## config.mk

```make
export PLATFORM = sky130hd
export DESIGN_NAME = vga_frame_reader
export DESIGN_NICKNAME = d
export VERILOG_FILES = /design/src/rtl/vga_frame_reader.sv
export SDC_FILE = /design/constraint.sdc
export NUM_CORES = 1
export LEC_CHECK = 0
export ABC_CLOCK_PERIOD_IN_PS = 2200
export CORE_MARGIN = 2
export CORE_UTILIZATION = 50
export CTS_CLUSTER_SIZE = 8
export DETAILED_ROUTE_END_ITERATION = 16
export HOLD_SLACK_MARGIN = 0.02
export PLACE_DENSITY_LB_ADDON = 0.2
export SLEW_MARGIN = 25
export SYNTH_ARGS = -nofsm -noshare
export SYNTH_HDL_FRONTEND = slang
export SYNTH_SLANG_ARGS = --single-unit
```

## constraint.sdc

```tcl
create_clock -name pclk -period 2.2 [get_ports pclk]
set_clock_uncertainty 0.1 [all_clocks]
set_input_delay 0.22 -clock pclk [delete_from_list [all_inputs] [get_ports pclk]]
set_output_delay 0.22 -clock pclk [all_outputs]
set_load 0.005 [all_outputs]
```

## src/rtl/vga_frame_reader.sv

```systemverilog
// vga_frame_reader: VGA timing generator (640x480@60 by default) that streams a
// byte-per-pixel frame buffer out in raster order through a synchronous-read RAM
// port. It drives 4-bit grayscale or colour bars, with sync and blanking delayed so
// that they stay cycle-aligned with the pixel data at the pins.
module vga_frame_reader #(
   parameter int RD_LAT    = 1,    // frame-buffer read latency, legal 1..3
   parameter int H_VISIBLE = 640,
   parameter int H_FRONT   = 16,
   parameter int H_SYNC    = 96,
   parameter int H_BACK    = 48,
   parameter int V_VISIBLE = 480,
   parameter int V_FRONT   = 10,
   parameter int V_SYNC    = 2,
   parameter int V_BACK    = 33
) (
   input  logic        pclk,
   input  logic        rst,
   input  logic        test_pattern,
   input  logic [7:0]  rd_data,
   output logic [18:0] rd_addr,
   output logic [3:0]  vga_r,
   output logic [3:0]  vga_g,
   output logic [3:0]  vga_b,
   output logic        vga_hs,
   output logic        vga_vs,
   output logic        frame_start
);

   localparam int H_TOTAL = H_VISIBLE + H_FRONT + H_SYNC + H_BACK;
   localparam int V_TOTAL = V_VISIBLE + V_FRONT + V_SYNC + V_BACK;
   localparam int BAR_W   = H_VISIBLE / 8;

   localparam logic [9:0] H_LAST   = 10'(H_TOTAL - 1);
   localparam logic [9:0] V_LAST   = 10'(V_TOTAL - 1);
   localparam logic [9:0] H_VIS    = 10'(H_VISIBLE);
   localparam logic [9:0] V_VIS    = 10'(V_VISIBLE);
   localparam logic [9:0] HS_BEG   = 10'(H_VISIBLE + H_FRONT);
   localparam logic [9:0] HS_END   = 10'(H_VISIBLE + H_FRONT + H_SYNC);
   localparam logic [9:0] VS_BEG   = 10'(V_VISIBLE + V_FRONT);
   localparam logic [9:0] VS_END   = 10'(V_VISIBLE + V_FRONT + V_SYNC);
   localparam logic [9:0] BAR_LAST = 10'(BAR_W - 1);

   // Per-pixel control that travels alongside the RAM read.
   typedef struct packed {
      logic       active;
      logic       hs;
      logic       vs;
      logic       fs;
      logic [2:0] bar;
   } pix_info_t;

   localparam pix_info_t BLANK_INFO = '{active: 1'b0, hs: 1'b1, vs: 1'b1, fs: 1'b0, bar: 3'd0};

   // Colour-bar palette, left to right.
   function automatic logic [11:0] bar_rgb(input logic [2:0] idx);
      case (idx)
         3'd0:    return 12'hFFF;
         3'd1:    return 12'hFF0;
         3'd2:    return 12'h0FF;
         3'd3:    return 12'h0F0;
         3'd4:    return 12'hF0F;
         3'd5:    return 12'hF00;
         3'd6:    return 12'h00F;
         default: return 12'h000;
      endcase
   endfunction

   logic [9:0]  h_q, h_d;
   logic [9:0]  v_q, v_d;
   logic [9:0]  bar_px_q, bar_px_d;
   logic [2:0]  bar_idx_q, bar_idx_d;
   logic [18:0] a_q, a_d;
   logic        pat_q, pat_d;
   logic [18:0] rd_addr_q, rd_addr_d;
   pix_info_t   info_c;
   pix_info_t   pipe_q [RD_LAT+1];
   pix_info_t   pipe_d [RD_LAT+1];
   logic [11:0] rgb_q, rgb_d;
   logic        hs_q, hs_d;
   logic        vs_q, vs_d;
   logic        fs_q, fs_d;

   // Only the upper nibble of each byte reaches the 4-bit DAC.
   logic unused_rd_lsbs;
   assign unused_rd_lsbs = ^rd_data[3:0];

   // Counter stage: raster position, bar tracking, next-pixel address, frame source.
   always_comb begin
      // NOTE: every signal gets a default before any branch, so no path infers a latch.
      h_d       = h_q + 10'd1;
      v_d       = v_q;
      bar_px_d  = bar_px_q + 10'd1;
      bar_idx_d = bar_idx_q;
      if (h_q == H_LAST) begin
         h_d       = '0;
         bar_px_d  = '0;
         bar_idx_d = '0;
         v_d       = (v_q == V_LAST) ? 10'd0 : v_q + 10'd1;
      end else if (bar_px_q == BAR_LAST) begin
         bar_px_d  = '0;
         bar_idx_d = bar_idx_q + 3'd1;
      end

      info_c.active = (h_q < H_VIS) && (v_q < V_VIS);
      info_c.hs     = !((h_q >= HS_BEG) && (h_q < HS_END));
      info_c.vs     = !((v_q >= VS_BEG) && (v_q < VS_END));
      info_c.fs     = (h_q == 10'd0) && (v_q == 10'd0);
      info_c.bar    = bar_idx_q;

      // The address advances only on visible pixels, so during blanking it already
      // points at the next visible pixel; it wraps to 0 after the last one.
      a_d = a_q;
      if (info_c.active) begin
         a_d = ((h_q == H_VIS - 10'd1) && (v_q == V_VIS - 10'd1)) ? 19'd0 : a_q + 19'd1;
      end

      pat_d     = info_c.fs ? test_pattern : pat_q;
      rd_addr_d = a_q;
   end

   // Control shift register: stage 0 pairs with rd_addr, the rest cover the RAM latency.
   always_comb begin
      pipe_d[0] = info_c;
      for (int k = 1; k <= RD_LAT; k++) begin
         pipe_d[k] = pipe_q[k-1];
      end
   end

   // Output stage: pick the video source and force black outside the visible area.
   always_comb begin
      rgb_d = 12'h000;
      if (pipe_q[RD_LAT].active) begin
         rgb_d = pat_q ? bar_rgb(pipe_q[RD_LAT].bar) : {3{rd_data[7:4]}};
      end
      hs_d = pipe_q[RD_LAT].hs;
      vs_d = pipe_q[RD_LAT].vs;
      fs_d = pipe_q[RD_LAT].fs;
   end

   // State registers with synchronous reset back to (0,0) and blank outputs.
   always_ff @(posedge pclk) begin
      if (rst) begin
         h_q       <= '0;
         v_q       <= '0;
         bar_px_q  <= '0;
         bar_idx_q <= '0;
         a_q       <= '0;
         pat_q     <= 1'b0;
         rd_addr_q <= '0;
         // NOTE: the pipeline is a few flops rather than a RAM, so every stage is
         // reset; otherwise stale sync levels would reach the pins after reset.
         for (int k = 0; k <= RD_LAT; k++) begin
            pipe_q[k] <= BLANK_INFO;
         end
         rgb_q <= 12'h000;
         hs_q  <= 1'b1;
         vs_q  <= 1'b1;
         fs_q  <= 1'b0;
      end else begin
         // NOTE: non-blocking assignments make every register sample pre-edge values,
         // which is what keeps the stages of the pipeline one cycle apart.
         h_q       <= h_d;
         v_q       <= v_d;
         bar_px_q  <= bar_px_d;
         bar_idx_q <= bar_idx_d;
         a_q       <= a_d;
         pat_q     <= pat_d;
         rd_addr_q <= rd_addr_d;
         for (int k = 0; k <= RD_LAT; k++) begin
            pipe_q[k] <= pipe_d[k];
         end
         rgb_q <= rgb_d;
         hs_q  <= hs_d;
         vs_q  <= vs_d;
         fs_q  <= fs_d;
      end
   end

   assign rd_addr     = rd_addr_q;
   assign vga_r       = rgb_q[11:8];
   assign vga_g       = rgb_q[7:4];
   assign vga_b       = rgb_q[3:0];
   assign vga_hs      = hs_q;
   assign vga_vs      = vs_q;
   assign frame_start = fs_q;

endmodule
```

==> tab_implementation.tex <==
\begin{tabular}{lr}
\hline
Metric & Value \\
\hline
\multicolumn{2}{l}{\textbf{Outcome}} \\
\quad Outcome & finished clean \\
\multicolumn{2}{l}{\textbf{Power}} \\
\quad P\_int & roughly 2.4 mW \\
\quad Leakage component of the power & 1.643 nW \\
\quad Net Sw Power & around 0.80 mW \\
\quad Switching share of power & 25.12\% \\
\quad Reg power frac & between 50\% and 60\% \\
\quad Total power of the final layout & between 3 and 4 mW \\
\quad Power density over the cells & between 600 and 700 nW/um\^{}2 \\
\quad Worst vdd rail ir drop & between 0.3 and 0.4 mV \\
\quad Share of power burned in the clock network & a little over a third \\
\quad Comb power frac & approximately 4.5\% \\
\multicolumn{2}{l}{\textbf{Critical path}} \\
\quad Startpoint type of the worst setup path & flip-flop \\
\quad Worst Path Required & $\sim$2.4 ns \\
\quad Critical path class & flip-flop to flip-flop \\
\quad Critical Path Sink Type & flip-flop \\
\quad Largest fanout on the critical path & 16 \\
\quad Endpoint arrival time on the critical path & $\sim$2.3 ns \\
\multicolumn{2}{l}{\textbf{Finish}} \\
\quad Count of antenna diodes in the layout & 0 \\
\quad Area delta synth->final & 19.54\% \\
\quad Share of post-route cells with drive strength above 1 & slightly above 9\% \\
\quad Storage element area & $\sim$2000 sq um \\
\quad Layout Cells excl Fill & approximately 550 \\
\quad Area used by multi-input combinational logic & about 1700 sq um \\
\quad Fin nets & 467 \\
\quad Count of fill cells added during filler insertion & between 600 and 700 \\
\multicolumn{2}{l}{\textbf{Timing}} \\
\quad Unrepaired setup endpoints after global routing & no \\
\quad Final Worst Setup Slack & about 0.12 ns \\
\quad Final sum of negative setup slack & 0 ns \\
\quad Hold violation count in the final report & 0 \\
\quad Fmax & approximately 480 MHz \\
\quad Crit path time final & about 2.1 ns \\
\quad Period utilisation layout & 94.58\% \\
\quad Max-Slew Margin vs Limit & roughly 69\% \\
\quad Transition at the pin with the smallest max-transition slack & around 0.46 ns \\
\quad Max-slew violation count & 0 \\
\quad Final-report setup violation count & 0 \\
\multicolumn{2}{l}{\textbf{Floorplanning}} \\
\quad I/O pin cnt & 45 \\
\quad Full die area & between 8000 and 9000 sq um \\
\quad Die Span X & approximately 92 um \\
\quad Std cell rows & 31 \\
\quad Height of the die & approximately 92 um \\
\quad Effective utilization at floorplan & a little over half \\
\quad Area of the core region & $\sim$7300 sq um \\
\multicolumn{2}{l}{\textbf{Clock network}} \\
\quad CTS tree & yes \\
\quad CTS buffer count & 9 \\
\quad Maximum level of the CTS H-tree & 3 \\
\quad Longest Clk Path Bufs & 2 \\
\quad Clock transition at the register clock pins on the worst setup and hold paths after CTS & about 0.11 ns \\
\quad Clock latency reported for the late side of the worst-skew pair & approximately 0.36 ns \\
\quad TritonCTS Sinks & approximately 100 \\
\quad Clk root buf & sky130\_fd\_sc\_hd\_\_clkbuf\_8 \\
\multicolumn{2}{l}{\textbf{Placement}} \\
\quad Placed Cells incl. Taps & $\sim$540 \\
\quad Final RePlAce weighted congestion & around 0.77 \\
\quad DP Worst Slack & approximately 0.10 ns \\
\quad Post-detailed-placement half-perimeter wirelength & $\sim$4.8 mm \\
\quad Count of input and output buffers & 40 \\
\multicolumn{2}{l}{\textbf{GRT}} \\
\quad Wire length of the first global-routing pass & between 10 and 15 mm \\
\quad Global-route congestion overflow total & 0 \\
\quad Antenna violations before repair & 0 \\
\quad Maximum number of pins on one net before global-route repair & 22 \\
\quad Total routing resource utilization after global routing & 17.89\% \\
\quad Number of global-route vias before repair & 2815 \\
\multicolumn{2}{l}{\textbf{Synthesis}} \\
\quad Sequential element share of the synthesized area & between 50\% and 60\% \\
\quad Average footprint of a synthesized cell & about 9.6 sq um \\
\quad Unique cell type count in the Yosys netlist & 40 \\
\quad Post-Synthesis Net Count & 420 \\
\quad Synth Register Bits & around 100 \\
\quad Main synth FF type & sky130\_fd\_sc\_hd\_\_dfxtp\_1 \\
\quad Number of instances in the synthesized netlist & 402 \\
\quad Fraction of registers with async set/reset & 0\% \\
\quad Number of synthesized flops with an enable pin & 0 \\
\quad Netlist area before placement & $\sim$3800 sq um \\
\quad Number of warnings issued by yosys & 0 \\
\multicolumn{2}{l}{\textbf{Hold path}} \\
\quad Hold Path Class & flip-flop to flip-flop \\
\multicolumn{2}{l}{\textbf{Routing}} \\
\quad Number of antenna-violating nets in the routed design & 0 \\
\quad Met3 layer wire length in the routed design & roughly 240 um \\
\quad Max Used Layer & met4 \\
\quad Via total after detailed routing & just under 3000 \\
\quad Number of DRC violations after detailed-routing iteration 0 & around 100 \\
\quad WL per Instance & 12.77 um \\
\quad Drt drc & 0 \\
\quad Met2 routed WL & 3.215 mm \\
\quad DR vias/cell & between 5 and 6 \\
\quad Count of TritonRoute iterations in the first routing pass & 4 \\
\quad Met1 routed wirelength after detailed routing & about 3.5 mm \\
\quad Total wirelength of the detailed-routed design & 7.062 mm \\
\multicolumn{2}{l}{\textbf{Run}} \\
\quad \# Max-Cap Violations & 0 \\
\hline
\end{tabular}
-- worst max-delay path, stage by stage (launching register included) --
cell and delay, ns:
sky130_fd_sc_hd__dfxtp_1 0.38, sky130_fd_sc_hd__and4_4 0.24, sky130_fd_sc_hd__or4_4 0.62, sky130_fd_sc_hd__or4_1 0.52
sky130_fd_sc_hd__a21oi_1 0.15
-- placed cells by master (no fill, tap or decap), drive strengths merged --
master and count:
o21ai 10, nor3 3, clkinvlp 1, and4 6, nand2b 8, and4b 1
xor2 14, o31ai 14, xnor2 9, or4 18, and3 8, nor2 34
nor4bb 1, ha 7, clkinv 3, and2 1, a21oi 36, or2 5
nor2b 27, clkdlybuf4s50 40, nor4b 2, dfxtp 101, inv 13, or3 10
nand2 18, o21a 1, nand4b 1, mux2i 1, or4b 1, nand4 12
buf 11, nand3 22, a41o 1, clkbuf 9, nor4 5
-- power by group through the flow --
| stage | logic, mW | registers [mW] | clock network (mW) |
|---|---|---|---|
| after global placement | 0.140 | 1.92 | 0 |
| after floorplan | 0.0845 | 1.92 | 0 |
| after global routing | 0.160 | 1.89 | 1.25 |
| after CTS | 0.145 | 1.88 | 1.18 |
| after detailed placement | 0.144 | 1.92 | 0 |
| final | 0.143 | 1.88 | 1.15 |
-- sequential cells by signal (all words and copies together), names as in the netlist --
register     count
a_q             19
bar_idx_q        3
bar_px_q        10
frame_start      1
h_q             10
pat_q            1
pipe_q          14
rd_addr         19
rgb_q           12
v_q             10
vga_hs           1
vga_vs           1
-- repair_timing --
| item | 4_1_cts | 5_1_grt |
|---|---|---|
| setup endpoints to repair | 0 | 3 |
| buffers inserted | 0 | 0 |
| hold buffers | 0 | 0 |
| resized for setup | 0 | 2 |
-- synthesized netlist by cell type (all sizes together), types with 2 or more instances --
library cell,n,area [sq um]
and4,6,55.05
nand2b,8,50.05
a21oi,36,183.9
xnor2,9,78.83
nand3,22,115.1
dfxtp,101,2022
or4,18,150.1
nand2,18,67.56
buf,2,10.01
o21ai,10,50.04
nor2b,27,168.9
nor2,34,127.6
xor2,14,122.6
nand4,12,75.07
nor3,3,15.01
nor4b,2,17.52
o31ai,14,105.1
inv,10,37.54
clkbuf,13,50.04
and3,8,51.30
or2,5,31.28
nor4,5,31.28
ha,7,87.58
or3,10,62.56
-- routing by layer --
metal	vias up	global-route usage, %
met2	58	29.72
met4	0	7.323
met3	12	3.698
li1	1517	-
met1	1350	22.70
met5	-	0
-- worst paths after layout --
path | cells after the start | from | end | slack, ns
setup reg to reg | 4 | v_q[8]$_SDFFE_PP0N_ | a_q[17]$_SDFFE_PP0P_ | 0.12
hold reg to reg | 1 | pipe_q[0][5]$_SDFF_PP1_ | pipe_q[0][12]$_SDFF_PP1_ | 0.31
setup / recovery | 4 | v_q[8]$_SDFFE_PP0N_ | a_q[17]$_SDFFE_PP0P_ | 0.12
hold / removal | 1 | pipe_q[0][5]$_SDFF_PP1_ | pipe_q[0][12]$_SDFF_PP1_ | 0.31
-- metrics by stage --
stage / utilization, % / hold slack, ns / area [sq um]
finish: 62.66 / 0.3146 / 4593
global route: 62.66 / 0.3458 / 4593
CTS: 62.62 / 0.3156 / 4591
detailed placement: 59.87 / 0.2933 / 4389
global placement: 59.87 / 0.2916 / 4389
floorplan: - / 0.2895 / 3842
-- kinds of logic (layout without fill, tap and decap cells) --
group	count (synthesis)	count (layout)	share of synthesized area (%)
AO/OA/AOI/OAI	62	62	9.280
adder cells (fa/ha/maj)	7	7	2.279
AND/OR/NAND/NOR	183	183	27.78
flip-flops	101	101	52.62
buffers and inverters	25	77	2.540
multiplexers	1	1	0.2605
XOR/XNOR	23	23	5.243
-- final cells by class --
cell class | instances | share of cell area (%)
clock buffers | 9 | 2.697
repair buffers | 51 | 10.51
inverters | 10 | 0.8172
multi-input cells | 276 | 37.54
clock inverters | 7 | 1.689
flip-flops and latches | 101 | 44.05
well taps | 99 | 2.697
(Power assumes the default switching activity.)
